## src/rtl/led_pattern_player_pkg.sv

```systemverilog
// led_pattern_player_pkg: shared state encodings and widths for the LED pattern player
package led_pattern_player_pkg;
  typedef enum logic [1:0] {ST_IDLE = 2'd0, ST_PLAY = 2'd1, ST_GAP = 2'd2} state_e;
  localparam int PAT_W = 32;
  localparam int PWM_W = 8;
endpackage

```

## src/rtl/led_pattern_player_pwm.sv

```systemverilog
// led_pwm: free-running 8-bit PWM whose duty is captured at the start of each period
module led_pwm
  import led_pattern_player_pkg::*;
(
  input  logic             clk,
  input  logic             rst_n,
  input  logic             en,
  input  logic             clr,
  input  logic [PWM_W-1:0] bright,
  output logic             on
);
  logic [PWM_W-1:0] cnt_q, cnt_d, bright_q, bright_d;
  always_comb begin
    cnt_d    = clr ? '0 : en ? cnt_q + 1'b1 : cnt_q;
    // the capture cycle already uses the new duty so period 0 is not stale
    bright_d = (cnt_q == '0) ? bright : bright_q;
    on       = cnt_q < bright_d;
  end
  always_ff @(posedge clk) begin
    if (!rst_n) begin
      cnt_q    <= '0;
      bright_q <= '0;
    end else begin
      cnt_q    <= cnt_d;
      bright_q <= bright_d;
    end
  end
endmodule

```

## src/rtl/led_pattern_player.sv

```systemverilog
// led_pattern_player: plays a loaded 32-bit blink pattern on the LED, one bit per slot,
// PWM-dimmed, with optional repetitions separated by dark gaps.
module led_pattern_player
  import led_pattern_player_pkg::*;
#(
  parameter int SLOT_CYCLES = 2_000_000,
  parameter int GAP_SLOTS   = 4
) (
  input  logic             CLK,
  input  logic             RST_N,
  input  logic             PAT_VALID,
  output logic             PAT_READY,
  input  logic [PAT_W-1:0] PAT_DATA,
  input  logic [4:0]       PAT_LEN,
  input  logic [3:0]       PAT_REPEAT,
  input  logic [PWM_W-1:0] BRIGHT,
  input  logic             STOP,
  output logic             LED,
  output logic             BUSY,
  output logic             DONE
);
  localparam int SW = $clog2(SLOT_CYCLES);
  localparam int GW = GAP_SLOTS > 1 ? $clog2(GAP_SLOTS) : 1;
  state_e           state_q, state_d;
  logic [PAT_W-1:0] pat_q, pat_d;
  logic [4:0]       len_q, len_d, idx_q, idx_d;
  logic [3:0]       rep_q, rep_d, reps_left_q, reps_left_d;
  logic [SW-1:0]    slot_q, slot_d;
  logic [GW-1:0]    gap_q, gap_d;
  logic             led_q, led_d, done_q, done_d;
  logic             accept, slot_wrap, pass_end, gap_end, pwm_on;
  assign accept    = PAT_VALID && state_q == ST_IDLE && !STOP;
  assign slot_wrap = slot_q == SW'(SLOT_CYCLES - 1);
  assign pass_end  = state_q == ST_PLAY && slot_wrap && idx_q == len_q;
  assign gap_end   = state_q == ST_GAP && slot_wrap && gap_q == GW'(GAP_SLOTS - 1);
  assign PAT_READY = state_q == ST_IDLE;
  assign BUSY      = state_q != ST_IDLE;
  assign LED       = led_q;
  assign DONE      = done_q;
  led_pwm u_pwm (
    .clk   (CLK),
    .rst_n (RST_N),
    .en    (state_q != ST_IDLE),
    .clr   (accept),
    .bright(BRIGHT),
    .on    (pwm_on)
  );
  always_comb begin
    state_d     = state_q;
    pat_d       = pat_q;
    len_d       = len_q;
    rep_d       = rep_q;
    reps_left_d = reps_left_q;
    idx_d       = idx_q;
    gap_d       = gap_q;
    done_d      = 1'b0;
    slot_d      = (state_q == ST_IDLE) ? slot_q : slot_wrap ? '0 : slot_q + 1'b1;
    led_d       = state_q == ST_PLAY && !STOP && pat_q[idx_q] && pwm_on;
    if (STOP) begin
      state_d = ST_IDLE;
    end else if (accept) begin
      state_d     = ST_PLAY;
      pat_d       = PAT_DATA;
      len_d       = PAT_LEN;
      rep_d       = PAT_REPEAT;
      reps_left_d = PAT_REPEAT;
      idx_d       = '0;
      slot_d      = '0;
      gap_d       = '0;
    end else if (pass_end) begin
      if (rep_q == '0) begin
        state_d = ST_GAP;
      end else if (reps_left_q == 4'd1) begin
        state_d = ST_IDLE;
        done_d  = 1'b1;
      end else begin
        state_d     = ST_GAP;
        reps_left_d = reps_left_q - 4'd1;
      end
    end else if (state_q == ST_PLAY && slot_wrap) begin
      idx_d = idx_q + 5'd1;
    end else if (gap_end) begin
      state_d = ST_PLAY;
      idx_d   = '0;
      gap_d   = '0;
    end else if (state_q == ST_GAP && slot_wrap) begin
      gap_d = gap_q + 1'b1;
    end
  end
  always_ff @(posedge CLK) begin
    if (!RST_N) begin
      state_q     <= ST_IDLE;
      pat_q       <= '0;
      len_q       <= '0;
      rep_q       <= '0;
      reps_left_q <= '0;
      idx_q       <= '0;
      slot_q      <= '0;
      gap_q       <= '0;
      led_q       <= 1'b0;
      done_q      <= 1'b0;
    end else begin
      state_q     <= state_d;
      pat_q       <= pat_d;
      len_q       <= len_d;
      rep_q       <= rep_d;
      reps_left_q <= reps_left_d;
      idx_q       <= idx_d;
      slot_q      <= slot_d;
      gap_q       <= gap_d;
      led_q       <= led_d;
      done_q      <= done_d;
    end
  end
endmodule

```

## config.mk

```make
export PLATFORM = sky130hd
export DESIGN_NAME = led_pattern_player
export DESIGN_NICKNAME = d
export VERILOG_FILES = /design/src/rtl/led_pattern_player_pkg.sv /design/src/rtl/led_pattern_player_pwm.sv /design/src/rtl/led_pattern_player.sv
export SDC_FILE = /design/constraint.sdc
export NUM_CORES = 1
export LEC_CHECK = 0
export ABC_CLOCK_PERIOD_IN_PS = 4600
export CAP_MARGIN = 25
export CORE_MARGIN = 3
export CORE_UTILIZATION = 59
export CTS_CLUSTER_SIZE = 8
export DETAILED_ROUTE_END_ITERATION = 6
export GPL_ROUTABILITY_DRIVEN = 0
export PLACE_DENSITY = 0.86
export SYNTH_ARGS = -nofsm -noshare
export SYNTH_HDL_FRONTEND = slang
export SYNTH_SLANG_ARGS = --single-unit
export TNS_END_PERCENT = 5
```

## constraint.sdc

```tcl
create_clock -name CLK -period 4.6 [get_ports CLK]
set_input_delay 0.92 -clock CLK [delete_from_list [all_inputs] [get_ports CLK]]
set_output_delay 0.92 -clock CLK [all_outputs]
set_load 0.005 [all_outputs]
```

## Word level (Yosys, flattened, before mapping)

Index checks and enable logic that the tools add are counted.
Widths: inputs -> output; s select.

- Output and inout port bits: 4
- Word-level logic and storage cells: 91
- Input port bits: 53
- Bits in registers: 93

- $add $sub $neg: 5
- Equality and inequality tests: 12
- Magnitude comparators: 2
- Bitwise operators: 3
- Reduce and logical (&&, ||, !) cells: 29
- Mux-type cells: 27

Operator list:

| cell | count |
|---|---|
| $mux 21 | 4 |
| $add 21x1->21 const B | 1 |
| $eq 21x21->1 const B | 1 |
| $mux 2 | 10 |
| $mux 5 | 4 |
| $mux 4 | 4 |
| $logic_and 1x1->1 | 9 |
| $reduce_bool 3->1 | 3 |
| $add 8x1->8 const B | 1 |
| $logic_not 8->1 | 1 |
| $lt 8x8->1 | 1 |
| $mux 8 | 1 |
| $ne 2x1->1 const B | 4 |
| $reduce_and 4->1 | 2 |
| $lt 5x6->1 const B | 1 |
| $reduce_and 2->1 | 3 |
| $reduce_bool 2->1 | 3 |
| $add 5x1->5 const B | 1 |
| $bmux 1 s5 | 1 |
| $eq 5x5->1 | 1 |
| $reduce_or 5->1 | 1 |
| $eq 2x2->1 const B | 2 |
| $eq 4x1->1 const B | 1 |
| $logic_not 4->1 | 1 |
| other kinds (12) | 17 |

## Depth between registers and ports, before layout

Gate-level depths: netlist (run 1).

- Depth in word-level cells: 7
- Mapped depth: 9
- Depth with buffers taken out: 9

## Cells and area by module

Synthesis (run 1) repeated with hierarchy kept, for this count alone.

- Cells, all modules: 520
- Area total of the unflattened synthesis: 4569.4 µm²

Modules (own cells, without submodules):

| module | cells each | area each (µm²) | sequential area each (µm²) | times used |
|---|---|---|---|---|
| led_pattern_player | 432 | 3714.8 | 1541.5 | 1 |
| led_pwm | 88 | 854.6 | 320.3 | 1 |

## Worst setup path after synthesis (run 1)

No wires, ideal clock.

- Kind: register to register
- Start point: register slot_q[14]
- End point: register idx_q[4]
- Library setup time: 0.074 ns
- Path buffers: 0
- Data required time: 4.526 ns
- Slack: 1.978 ns
- Cell stages (with the launch flop): 7
- Clock period less this slack: 2.622 ns
- Arrival: 2.548 ns
- Path through: dfxtp_1 -> or4b_1 -> or4_4 -> or3_1 -> or3_4 -> or3_1 -> o21ai_0

- Cells in the longest elaborated chain, start to end: 5
- Elaborated cells on any way between the ends: 11
- Those cells by class: 2 x eq/ne; 3 x mux; 6 x reduce/logical

Ends and longest elaborated chain:

| element | line | text |
|---|---|---|
| from (decl) | led_pattern_player.sv:28 | `logic [SW-1:0] slot_q, slot_d;` |
| from (signal assigned) | led_pattern_player.sv:109 | `slot_q <= slot_d;` |
| $eq 21x21->1 * | led_pattern_player.sv:33 | `assign slot_wrap = slot_q == SW'(SLOT_CYCLES - 1);` |
| $logic_and 1x1->1 (on tied branches) | led_pattern_player.sv:34, led_pattern_player.sv:80, led_pattern_player.sv:35 |  |
| $logic_and 1x1->1 (tied with other cells) | led_pattern_player.sv:34 | `assign pass_end = state_q == ST_PLAY && slot_wrap && idx_q == len_q;` |
| $ne 2x1->1 (no source line) (tied with other cells) | -- |  |
| $reduce_and 3->1 (no source line) or $mux 5 (tied branches) | -- |  |
| to (signal assigned) | led_pattern_player.sv:108 | `idx_q <= idx_d;` |
| to (decl) | led_pattern_player.sv:26 | `logic [4:0] len_q, len_d, idx_q, idx_d;` |

Mark *: on every way between the ends. The rest lies on a longest branch, timed or not. The select of a mux whose other input is x is not followed.
A chain may end at the register's enable or synchronous reset.

## Worst setup path after layout (run 1)

- Start point: register u_pwm.cnt_q[6]
- End point: register led_q, in the netlist LED

- Cells in the longest elaborated chain, start to end: 4

Ends and longest elaborated chain:

| element | line | text |
|---|---|---|
| from (decl) | led_pattern_player_pwm.sv:12 | `logic [PWM_W-1:0] cnt_q, cnt_d, bright_q, bright_d;` |
| from (signal assigned) | led_pattern_player_pwm.sv:24 | `cnt_q <= cnt_d;` |
| $logic_not 8->1 | led_pattern_player_pwm.sv:16 | `bright_d = (cnt_q == '0) ? bright : bright_q;` |
| $mux 8 | led_pattern_player_pwm.sv:16 |  |
| $lt 8x8->1 * | led_pattern_player_pwm.sv:17 | `on = cnt_q < bright_d;` |
| $logic_and 1x1->1 * | led_pattern_player.sv:58 | `led_d = state_q == ST_PLAY && !STOP && pat_q[idx_q] && pwm_on;` |
| to (signal assigned) | led_pattern_player.sv:111 | `led_q <= led_d;` |
| to (decl) | led_pattern_player.sv:30 | `logic led_q, led_d, done_q, done_d;` |

Mark *: on every way between the ends. The rest lies on a longest branch, timed or not.

==> flow_summary.yaml, run 1 <==
clock_network:
  root_buffer: "clkbuf_8"
  hold_buffers: 0
  post_cts_buffers: 0
  cts_buffers: 9
  post_cts_resized: 0
  max-clock-path-buffers: 2
  cts-htree-levels: 3
  clk_latency_ns: 0.35
  cts_tree: "done"
  clock-sinks: 93
  path_clk_slew_ns: 0.09
yosys:
  synth_nets: 571
  async_flop_share_pct: 0
  yosys-top-cells-area: "dfxtp_1 (44%), nand2_1 (9.9%), a21oi_1 (6.1%), xor2_1 (4.7%), ha_1 (4.1%)"
  yosysTopAreaCell: "dfxtp_1"
  yosys_warnings: 0
  syn_inst: 504
  synth_seq_area_share_pct: 43.87
  netlist.area_leader.share_pct: 43.87
  syn_area_um2: 4244
  synth_edf_count: 0
  synth_flop_cell: "dfxtp_1"
  synth.avg_cell_area_um2: 8.421
  synth_seq_cells: 93
  ys_types: 43
sta:
  slew_violations: 0
  slew_headroom_pct: 43.20
  max_freq_ghz: 0.3469
  min_period_ns: 2.883
  rsz0062_at_grt: "false"
  hold_viol: 0
  worst_pin_slew_ns: 0.8508
  min_period_over_period_pct: 62.66
  fin_skew_ns: 0.01042
  setup_viol: 0
  finalSetupTns_ns: 0
  worst_hold_slack_ns: 0.4571
pwr:
  leakage_uw: 0.001797
  vdd_drop_max_mv: 0.1521
  power.density_nw_per_um2: 314.9
worst_setup_path:
  slowest_delay_ns: 0.48
  required_ns: 4.88
  cp_cell_sequence: "nor3_1 -> nand4_1 -> mux2i_1 -> ha_1 -> a21o_1 -> a2111oi_0 -> o21ai_0 -> a211oi_1"
  crit_path_end_kind: "register"
  cpMaxStageDelayCell: "nand4_1"
  critPathKind: "register to register"
  critPathLaunchType: "register"
  critPathMaxFanout: 8
  arrival_ns: 3.16
  rrSetupSlack_ns: 1.72
drt:
  routedWlPerCell_um: 15.00
  detail_route.first_pass.iterations: 5
  vias: 3695
  ant_nets: 0
  drc_errors: 0
  wl_um: 9708
  via_per_inst: 5.711
  dr.first_iter.drc_count: 224
global_route:
  grt_util_all_layers_pct: 23.92
  antenna_found_initial: 0
  grt.overflow.total: 0
  use_met2_pct: 41.38
  grt_pass1_wl_um: 16500
  first_global_vias: 3632
  grt_max_degree: 54
  grtUsageMet3_pct: 4.250
  busiest_layer: "met2"
  use_met1_pct: 29.62
layout:
  multi_input_area_um2: 2250
  syn_to_final_growth_pct: 19.37
  seqCellArea_um2: 1862
  fillers: 514
  nets: 613
  design_area_um2: 5066
  final_common_cell: "nand2_1"
  layout-drive-gt1-share_pct: 6.171
  diodes: 0
  layout_common_cells: "nand2_1 (112), dfxtp_1 (93), clkdlybuf4s50_1 (56)"
die:
  start_util_pct: 61.79
  dieArea_um2: 8247
  die_w_um: 90.82
  boundaryPins: 57
  rows: 30
  core_um2: 6869
  fp.dieH_um: 90.82
job:
  drv_cap: 0
place:
  portBuffers: 56
  dpl.hpwl_um: 6772
  dpl_cell_area_um2: 4841
status:
  status: "completed"
min_path:
  hp-class: "register to register"
[registers in the layout, summed over array words and instances, names as in the netlist]
name and cells:
slot_q 21, DONE 1, gap_q 2, u_pwm.cnt_q 8, u_pwm.bright_q 8, reps_left_q 4, LED 1, pat_q 32
state_q 2, rep_q 4, len_q 5, idx_q 5
[cells in the mapped netlist, drive strengths merged, types with 3 or more instances]
cell / n
nand2: 112
dfxtp: 93
a21oi: 52
nor2: 46
clkbuf: 25
xor2: 23
nand4: 16
ha: 14
nor3: 13
xnor2: 12
nand3: 11
mux2i: 10
inv: 9
mux4: 7
o21ai: 6
or3: 6
a2111oi: 5
a211oi: 4
and3: 4
nor2b: 4
nand2b: 3
[where the power goes]
part	total (uW)	switching [uW]	internal (uW)
Clock	607	273	335
Sequential	842	13.1	829
Combinational	146	72.7	73.3
Total	1600	359	1240
[layer usage]
| metal | vias to the layer above | share of wire [%] |
|---|---|---|
| met4 | 0 | 1.9 |
| met2 | 128 | 50 |
| met3 | 22 | 5.5 |
| met5 | - | 0 |
| met1 | 1736 | 43 |
| li1 | 1809 | - |
[worst max-delay path: cells and delay by family (launching register included)]
| family | cells | cell delay (ns) |
|---|---|---|
| flip-flops | 1 | 0.37 |
| AO/OA/AOI/OAI | 4 | 0.98 |
| adder cells (fa/ha/maj) | 1 | 0.30 |
| multiplexers | 1 | 0.43 |
| AND/OR/NAND/NOR | 2 | 0.72 |
[kinds of logic after synthesis]
kind of cell,share of synthesized area (%)
AOI/OAI and AO/OA,9.906
buffers and inverters,3.184
DFF,43.87
muxes,6.604
and+or+nand+nor,25.09
xor gates and xnor gates,7.223
adders and majority gates,4.127
[layout make-up]
class                           instances  area share, %
Multi-Input combinational cell        375          44.41
Sequential cell                        93          36.75
Timing Repair Buffer                   58          11.36
Clock buffer                           12          3.062
Tap cell                               96          2.371
Clock inverter                          4          1.383
Inverter                                9         0.6668
[through the flow]
stage,setup slack (ns),power (uW),utilization (%),instances
after floorplan,1.978,936.0,-,504
after global placement,1.679,998.6,70.47,631
after detailed placement,1.599,1005,70.47,631
after CTS,1.722,1601,73.75,647
after global routing,1.435,1648,73.75,647
final,1.717,1595,73.75,647
[path summary, 6_finish.rpt]
| path | from | end | depth (start not counted) |
|---|---|---|---|
| max | u_pwm.cnt_q[6]$_SDFFE_PP0N_ | LED$_SDFF_PN0_ | 8 |
| min | pat_q[29]$_SDFFE_PN0P_ | pat_q[29]$_SDFFE_PN0P_ | 2 |
| max reg2reg | u_pwm.cnt_q[6]$_SDFFE_PP0N_ | LED$_SDFF_PN0_ | 8 |
| min reg2reg | pat_q[29]$_SDFFE_PN0P_ | pat_q[29]$_SDFFE_PN0P_ | 2 |
Power figures use the tool's default switching activity.
==> run 2: changes to the inputs <==
Settings changed: ABC_CLOCK_PERIOD_IN_PS 4600 to 2550, CORE_UTILIZATION 59 to 49, PLACE_DENSITY 0.86 to 0.76.
Clock period 4.6 ns to 2.55 ns, I/O delays scaled along.
==> flow_summary.yaml, run 2 (synthesis results as in run 1) <==
global_route:
  grt_util_all_layers_pct: 19.01
  grt.overflow.total: 0
  grt_max_degree: 51
  first_global_vias: 3453
  grt_pass1_wl_um: 15530
  antenna_found_initial: 0
layout:
  fillers: 721
  syn_to_final_growth_pct: 22.76
  diodes: 0
  largest_register_ffs: 32
  final_common_cell: "nand2_1"
  layout-drive-gt1-share_pct: 9.982
  top_register: "pat_q"
  top_regs: "pat_q x32, slot_q x21"
  layout_common_cells: "nand2_1 (112), dfxtp_1 (92), clkdlybuf4s50_1 (56)"
  nets: 633
min_path:
  hold_path_end: "pat_q[6]$_SDFFE_PN0P_"
  hold_depth: 2
  hp-class: "register to register"
  holdCritStartpoint: "pat_q[6]$_SDFFE_PN0P_"
sta:
  min_period_ns: 2.582
  slew_headroom_pct: 55.07
  worst_pin_slew_ns: 0.6730
  max_freq_ghz: 0.3873
  setup_viol: 1
  finalSetupTns_ns: -0.03183
  rsz0062_at_grt: "true"
  fin_ws_ns: -0.03183
  min_period_over_period_pct: 101.2
  slew_violations: 0
  worst_hold_slack_ns: 0.4568
  fin_skew_ns: 0.005714
  hold_viol: 0
worst_setup_path:
  crit_buf_inv: 0
  r2r-end: "idx_q[4]$_SDFFE_PN0P_"
  crit_top_cell: "or3_4"
  required_ns: 2.84
  slowest_delay_ns: 0.56
  ff2ff_path_depth: 6
  crit_path_end_kind: "register"
  rrSetupSlack_ns: -0.03
  cp_cell_sequence: "or4bb_1 -> or4_4 -> or3_4 -> or3_4 -> or3_1 -> o21ai_1"
  reg2reg_from: "slot_q[16]$_SDFF_PN0_"
  critPathMaxFanout: 4
  cpMaxStageDelayCell: "or4_4"
  critPathLaunchType: "register"
  critical_path.top_delay_family: "simple AND/OR/NAND/NOR gates"
  critPathKind: "register to register"
  arrival_ns: 2.87
  critical_path_depth: 6
status:
  violations: "setup timing"
  status: "finished with violations"
clock_network:
  root_buffer: "clkbuf_8"
  cts_buffers: 9
  cts-htree-levels: 3
  post_cts_buffers: 0
  clock-sinks: 93
  path_clk_slew_ns: 0.09
  hold_buffers: 0
  cts_tree: "done"
  max-clock-path-buffers: 2
  clk_latency_ns: 0.35
drt:
  routedWlPerCell_um: 13.47
  vias: 3647
  wl_um: 9105
  via_per_inst: 5.395
  detail_route.first_pass.iterations: 4
  dr.first_iter.drc_count: 215
  ant_nets: 0
  drc_errors: 0
place:
  portBuffers: 56
  dpl.hpwl_um: 6543
pwr:
  vdd_drop_max_mv: 0.2883
  leakage_uw: 0.001885
  power.density_nw_per_um2: 515.3
die:
  dieArea_um2: 9814
  fp.dieH_um: 99.07
  core_um2: 8299
  die_w_um: 99.07
  start_util_pct: 51.14
  rows: 33
  boundaryPins: 57
job:
  drv_cap: 0
[run 2: changes by cell type in the layout (fill, tap and decap cells not counted), sizes merged]
cell	delta
buf	+20
bufinv	-2
clkbuf	-2
clkinv	+2
clkinvlp	+2
[run 2: what timing repair did]
item	in CTS	in global routing
endpoints found under the setup margin	2	4
resized for setup	2	1
pin swaps	0	0
cloned	0	0
[run 2: cell type report]
cell class                 instances  area [um2]  share of cell area [%]
multi-input combinational        375        2255                   43.28
sequential                        93        1863                   35.76
timing repair buffer              78       750.7                   14.41
clock buffer                      10       137.6                   2.642
tap                              105       131.4                   2.522
clock inverter                     6       38.79                  0.7445
inverter                           9       33.78                  0.6484
[run 2: through the flow]
| step | power, uW | worst slack (ns) | util, % | area, um2 | std cells |
|---|---|---|---|---|---|
| after floorplan | 1689 | 0.02376 | - | 4245 | 504 |
| after global placement | 1822 | 0.009518 | 60.59 | 5029 | 660 |
| after detailed placement | 1829 | -0.01533 | 60.59 | 5029 | 660 |
| after CTS | 2708 | -0.04682 | 62.78 | 5210 | 676 |
| after global routing | 2809 | -0.1354 | 62.78 | 5210 | 676 |
| final | 2685 | -0.03183 | 62.78 | 5210 | 676 |
[run 2: how the worst max path moves through the flow]
stage	startpoint	endpoint	slack (ns)
after floorplan	slot_q[10]$_SDFF_PN0_	idx_q[4]$_SDFFE_PN0P_	0.02
after global placement	slot_q[16]$_SDFF_PN0_	idx_q[4]$_SDFFE_PN0P_	0.01
after detailed placement	slot_q[16]$_SDFF_PN0_	idx_q[4]$_SDFFE_PN0P_	-0.02
after CTS	slot_q[16]$_SDFF_PN0_	idx_q[4]$_SDFFE_PN0P_	-0.05
after global routing	slot_q[16]$_SDFF_PN0_	idx_q[4]$_SDFFE_PN0P_	-0.14
final	slot_q[16]$_SDFF_PN0_	idx_q[4]$_SDFFE_PN0P_	-0.03
[run 2: routing by layer]
metal	GRT usage (%)	share of wire, %	vias up
met2	31.61	47	90
met3	4.600	5.3	10
met1	24.82	47	1696
met5	0	0	-
met4	4.937	1.0	0
li1	-	-	1851
[run 2: power breakdown]
group	switching, uW	internal (uW)	leakage [uW]
combinational	130	148	0.00104
clock	512	377	0.0000880
sequential	21.6	1500	0.000757
[run 2: tightest hold or removal path, stage by stage, from the launching register on]
cell	delay, ns
dfxtp_1	0.31
nand2_1	0.05
a21oi_1	0.05
==> run 3: changes to the inputs <==
Settings changed: SKIP_CTS_REPAIR_TIMING set to 1.
==> flow_summary.yaml, run 3 (synthesis results as in run 1) <==
sta:
  min_period_ns: 2.582
  slew_violations: 0
  setup_viol: 1
  max_freq_ghz: 0.3874
  slew_headroom_pct: 54.35
  fin_skew_ns: 0.006107
  min_period_over_period_pct: 101.2
  fin_ws_ns: -0.03154
  hold_viol: 0
  worst_pin_slew_ns: 0.6838
  rsz0062_at_grt: "true"
status:
  violations: "setup timing"
  status: "finished with violations"
worst_setup_path:
  ff2ff_path_depth: 6
  critPathLaunchType: "register"
  critPathMaxFanout: 4
  rrSetupSlack_ns: -0.03
  required_ns: 2.84
  arrival_ns: 2.87
  crit_path_end_kind: "register"
  critPathKind: "register to register"
place:
  dpl.hpwl_um: 6543
  portBuffers: 56
drt:
  vias: 3645
  routedWlPerCell_um: 13.49
  detail_route.first_pass.iterations: 4
  ant_nets: 0
  drc_errors: 0
  wl_um: 9117
  dr.first_iter.drc_count: 209
  via_per_inst: 5.392
die:
  fp.dieH_um: 99.07
  start_util_pct: 51.14
  dieArea_um2: 9814
  boundaryPins: 57
  core_um2: 8299
  die_w_um: 99.07
  rows: 33
pwr:
  switching_share_pct: 24.69
  power.density_nw_per_um2: 515.1
  cell_internal_pwr_uw: 2021
  comb_power_share_pct: 10.4
  fin_total_pwr_uw: 2684
  clockPowerShare_pct: 33.1
  leakage_uw: 0.001885
  vdd_drop_max_mv: 0.2883
  pwr-share-seq_pct: 56.5
  p_switching_uw: 662.6
layout:
  fillers: 721
  diodes: 0
  top_regs: "pat_q x32, slot_q x21"
  largest_register_ffs: 32
  final_common_cell: "nand2_1"
  nets: 633
  layout-drive-gt1-share_pct: 9.982
  layout_common_cells: "nand2_1 (112), dfxtp_1 (92), clkdlybuf4s50_1 (56)"
  top_register: "pat_q"
  syn_to_final_growth_pct: 22.76
  final_core_util_pct: 62.78
global_route:
  grt_util_all_layers_pct: 18.98
  first_global_vias: 3446
  antenna_found_initial: 0
  grt.overflow.total: 0
  grt_max_degree: 51
  grt_pass1_wl_um: 15510
clock_network:
  cts_buffers: 9
  clock-sinks: 93
  max-clock-path-buffers: 2
  clk_latency_ns: 0.35
  path_clk_slew_ns: 0.09
  cts-htree-levels: 3
  root_buffer: "clkbuf_8"
  cts_tree: "done"
min_path:
  hold_depth: 2
  hp-class: "register to register"
job:
  drv_cap: 0
==> run 3: per-stage QoR <==
step | hold slack, ns | std cells | setup slack [ns] | setup TNS (ns) | area [um2]
floorplan | 0.4318 | 504 | 0.02376 | 0 | 4245
global placement | 0.4398 | 660 | 0.009518 | 0 | 5029
detailed placement | 0.4463 | 660 | -0.01533 | -0.01533 | 5029
CTS | 0.4590 | 676 | -0.04687 | -0.05289 | 5205
global route | 0.4768 | 676 | -0.1354 | -0.3021 | 5210
finish | 0.4567 | 676 | -0.03154 | -0.03154 | 5210
==> run 3: area by class of cell <==
cell class / count / area, um2 / area share (%)
multi-input combinational: 375 / 2255 / 43.28
sequential: 93 / 1863 / 35.76
timing repair buffer: 78 / 750.7 / 14.41
clock buffer: 10 / 137.6 / 2.642
tap: 105 / 131.4 / 2.522
clock inverter: 6 / 38.79 / 0.7445
inverter: 9 / 33.78 / 0.6484
==> run 3: power groups by stage <==
stage | Clock (uW) | Combinational (uW) | Sequential (uW)
after floorplan | 0 | 143 | 1550
after global placement | 0 | 273 | 1550
after detailed placement | 0 | 278 | 1550
after CTS | 912 | 279 | 1520
after global routing | 978 | 308 | 1520
final | 889 | 278 | 1520
==> run 3: final timing paths <==
check / startpoint / end
max: slot_q[16]$_SDFF_PN0_ / idx_q[4]$_SDFFE_PN0P_
min reg2reg: pat_q[6]$_SDFFE_PN0P_ / pat_q[6]$_SDFFE_PN0P_
min: pat_q[6]$_SDFFE_PN0P_ / pat_q[6]$_SDFFE_PN0P_
max reg2reg: slot_q[16]$_SDFF_PN0_ / idx_q[4]$_SDFFE_PN0P_
==> run 3: worst max-delay path, stage by stage, from the launching register on <==
cell,delay (ns)
dfxtp_1,0.31
or4bb_1,0.49
or4_4,0.56
or3_4,0.35
or3_4,0.39
or3_1,0.34
o21ai_1,0.07
==> run 3: routing by layer <==
layer  vias up  GRT usage (%)  part of all wire [%]
met5         -              0                     0
met4         0          4.937                  0.77
met3         7          4.671                   5.2
met2        96          31.46                    47
met1      1690          24.82                    47
li1       1852              -                     -
